`src/rtl/regfile_core.sv`:
```
// rtl/regfile_core.sv - 31 x DATA_W register file with hard-wired zero at the all-ones address.
// Optional write-to-read forwarding is enabled by defining REGFILE_BYPASS_EN.
module regfile_core #(
  parameter int DATA_W = 64,
  parameter int ADDR_W = 5
) (
  input  logic              clk,
  input  logic              rst_n,
  input  logic [ADDR_W-1:0] ra1,
  input  logic [ADDR_W-1:0] ra2,
  input  logic [ADDR_W-1:0] wa3,
  input  logic [DATA_W-1:0] wd3,
  input  logic              we3,
  output logic [DATA_W-1:0] rd1,
  output logic [DATA_W-1:0] rd2
);

  localparam int NREG = 2 ** ADDR_W;
  localparam logic [ADDR_W-1:0] ZR_ADDR = '1;

  // No storage exists for the zero register; the array stops one short.
  logic [DATA_W-1:0] regs [NREG-1];
  logic              wr_en;
  logic              fwd1;
  logic              fwd2;

  assign wr_en = we3 && (wa3 != ZR_ADDR);

  always_ff @(posedge clk or negedge rst_n) begin
    if (!rst_n) begin
      for (int i = 0; i < NREG - 1; i++) begin
        regs[i] <= DATA_W'(i);
      end
    end else if (wr_en) begin
      regs[wa3] <= wd3;
    end
  end

`ifdef REGFILE_BYPASS_EN
  assign fwd1 = wr_en && (ra1 == wa3);
  assign fwd2 = wr_en && (ra2 == wa3);
`else
  assign fwd1 = 1'b0;
  assign fwd2 = 1'b0;
`endif

  // The zero check comes first so the unbacked address never indexes the array.
  assign rd1 = (ra1 == ZR_ADDR) ? '0 : (fwd1 ? wd3 : regs[ra1]);
  assign rd2 = (ra2 == ZR_ADDR) ? '0 : (fwd2 ? wd3 : regs[ra2]);

endmodule

```
`config.mk`:
```
export PLATFORM = sky130hd
export DESIGN_NAME = regfile_core
export DESIGN_NICKNAME = d
export VERILOG_FILES = /design/src/rtl/regfile_core.sv
export SDC_FILE = /design/constraint.sdc
export NUM_CORES = 2
export LEC_CHECK = 0
export CORE_MARGIN = 2
export CORE_UTILIZATION = 63
export DETAILED_ROUTE_END_ITERATION = 10
export PLACE_DENSITY = 0.85
export SLEW_MARGIN = 10
export SYNTH_ARGS = -nofsm -noshare
export SYNTH_HDL_FRONTEND = slang
export SYNTH_SLANG_ARGS = --single-unit
```
`constraint.sdc`:
```
create_clock -name clk -period 2.8 [get_ports clk]
set_input_delay 0.42 -clock clk [delete_from_list [all_inputs] [get_ports clk]]
set_output_delay 0.42 -clock clk [all_outputs]
set_load 0.02 [all_outputs]
```
==> impl_metrics.csv <==
group,metric,value,unit
run_status,status,"finished with violations",
run_status,violations,"DRC, setup timing",
timing,fin_crit_sh,1.22,
yosys,async_flop_share,1.00,
yosys,yosysTopAreaCellShare,0.442,
floorplanning,pin_count,210,
setup_path,required,2.38,ns
placed_design,place_congestion,0.920,
timing,worst_slack,-0.627,ns
pwr,p_leak,0.0576,µW
drt,drtPass1Iterations,11,
clock_network,cts-htree-levels,4,
floorplanning,start_util,0.636,
yosys,ys_seq_area_frac,0.460,
final_layout,top_register,"regs",
timing,slew_headroom,0.186,
setup_path,critPathKind,"reg2out",
final_layout,layout-drive-gt1-share,0.571,
setup_path,path_delay_family,"multiplexers",
setup_path,critPathLaunch,"regs[1779]",
yosys,ys_ff_latch,1984,
setup_path,cp_slowest_stage_delay,0.53,ns
setup_path,r2r_end,"regs[964]",
timing,worst_slew_pin_slew,1.22,ns
placed_design,place_ws,-0.660,ns
pwr,p_per_area,705,nW/µm²
setup_path,cp-start-kind,"flip-flop",
final_layout,nets,8300,
drt,antenna_left,0,
setup_path,reg2reg_depth,3,
yosys,synth_area,108000,µm²
setup_path,critPathBufInv,1,
setup_path,cpMaxStageDelayCell,"mux4_2",
floorplanning,row_count,151,
floorplanning,die_w,418,µm
yosys,synth.most_common_cell,"mux2_2",
drt,drt_wl_total,410000,µm
timing,clock_skew,0,ns
job,drv_cap,0,
min_path,hp-class,"in2async",
floorplanning,die_h,418,µm
setup_path,ff2ff_setup_slack,1.74,ns
yosys,syn_area_per_cell,14.2,µm²
final_layout,syn2layout_area_growth,20.9,%
global_routing,grt_pass1_vias,84400,
final_layout,largestRegisters,"regs x1984",
placed_design,portBuffers,209,
placed_design,placed_area,118000,µm²
yosys,synth_top_area_cell,"dfrtp_1",
yosys,ys.flop_type,"dfrtp_1",
clock_network,clkLatencyLatePin,0.89,ns
floorplanning,core_area,170000,µm²
clock_network,cts_tree,"yes",
final_layout,largest_register_ffs,1984,
timing,drv_slew,0,
global_routing,grt_usage,0.434,
yosys,synthCells,7590,
global_routing,grt_start_max_net_pins,115,
setup_path,end_kind,"output pin",
yosys,yosysWarnings,0,
timing,hold_viol,0,
setup_path,timing.rr.start,"regs[964]",
floorplanning,die-area,175000,µm²
final_layout,final_area,131000,µm²
global_routing,grt_pass1_wl,559000,µm
drt,wl_per_cell,38.5,µm
placed_design,place_hpwl,220000,µm
final_layout,fin_util,0.769,
clock_network,clk_pin_slew,0.07,ns
pwr,ir_drop,712,µV
yosys,synthTopCellsByArea,"dfrtp_1 (44%), mux2_2 (22%), mux4_2 (13%)",
drt,vias,84700,
setup_path,cp_cell_sequence,"mux4_2 > mux2i_4 > o22a_1 > o211ai_1 > buf_4",
yosys,synth_edf_count,0,
yosys,synthesis.nets,7672,
clock_network,cts-root-buf,"clkbuf_16",
timing,layout_min_cycle_time,3.43,ns
setup_path,cp.arrival,3.01,ns
clock_network,cts.sinks,1984,
yosys,ys_types,54,
drt,drc,2,
global_routing,antenna_found_initial,37,
clock_network,cts.path.max_buffers,3,
drt,drt_iter0_drc,13900,
yosys,synth_common_cells,"mux2_2 (2,121), dfrtp_1 (1,909), mux4_2 (622)",
setup_path,cp_max_fo,3,
global_routing,grt_overflow,0,
clock_network,cts-buffers-inserted,203,
timing,setup_viol,126,
timing,max_freq,292,MHz
timing,rsz0062_at_grt,"true",
drt,vias_per_cell,7.95,
metal layers:
layer  vias to the layer above  GRT usage  share of wire
met5                         -          0        0.00067
met4                        30      0.348           0.11
met3                      3089      0.140           0.15
met2                      8608      0.632           0.43
met1                     42500      0.534           0.32
li1                      30500          -              -
cell usage in the layout, fill, tap and decap left out, drive strengths merged, types with 2 or more instances in the layout:
cell type	n
mux2	2213
o2bb2ai	2
a21o	97
diode	38
or2	36
bufbuf	6
o22ai	107
o21ai	66
nand3	22
nor2	84
nor2b	103
nor4	31
dfrtp	1909
o2111a	33
nand2b	4
o31ai	64
o22a	84
clkdlybuf4s50	70
mux4	622
a31oi	13
nand3b	5
clkinv	50
nand2	128
a22oi	50
clkinvlp	8
inv	12
nor3b	4
a21oi	159
o211ai	184
mux2i	541
dfstp	75
a221oi	33
a211oi	99
buf	1153
clkbuf	289
bufinv	25
power breakdown:
part,internal [µW],total [µW],switching [µW],leakage [µW]
sequential,34500,39700,5290,0.0252
clock,16800,29500,12700,0.00348
combinational,12500,22800,10300,0.0289
total,63800,92100,28300,0.0576
worst max-delay path by stage:
stage / to / slack [ns] / cells past startpoint
floorplan: rd2[33] / 0.33 / 8
global placement: rd1[41] / -0.64 / 9
detailed placement: rd1[35] / -0.66 / 10
CTS: rd2[21] / -0.27 / 6
global route: rd2[51] / -0.65 / 5
finish: rd2[51] / -0.63 / 5
through the flow:
stage	TNS (ns)	power [µW]	hold WS, ns	cells
2_1_floorplan	0	51100	0.124	7590
3_3_place_gp	-52.31	56600	0.389	10000
3_5_place_dp	-66.95	58100	0.389	10000
4_1_cts	-9.93	88300	0.144	10500
5_1_grt	-23.57	94100	0.175	10600
6_report	-22.79	92100	0.131	10600
logic make-up (layout without fill, tap and decap cells):
logic type	count (synthesis)	count (layout)	synth area share
mux	3376	3376	0.410
flops	1984	1984	0.460
compound gates	994	994	0.0664
buf+inv	813	1615	0.0398
simple gates	423	423	0.0229
other cells	0	38	0
timing repair:
action / in CTS / in global routing
endpoints found under the setup margin: 128 / 128
cloned: 6 / 1
pin swaps: 216 / 154
endpoints found under the hold margin: 365 / 0
hold buffers: 1 / 0
buffers inserted: 137 / 95
resized for setup: 961 / 290
layout make-up:
cell class	count	area, µm²
Fill cell	8459	39300
Timing Repair Buffer	1233	13500
Clock buffer	287	5780
Tap cell	2218	2780
Sequential cell	1984	49700
Antenna cell	38	95.1
Clock inverter	92	1340
Multi-Input combinational cell	4793	57400
Inverter	3	13.8
Note: power is estimated with default switching activity, not from simulation.
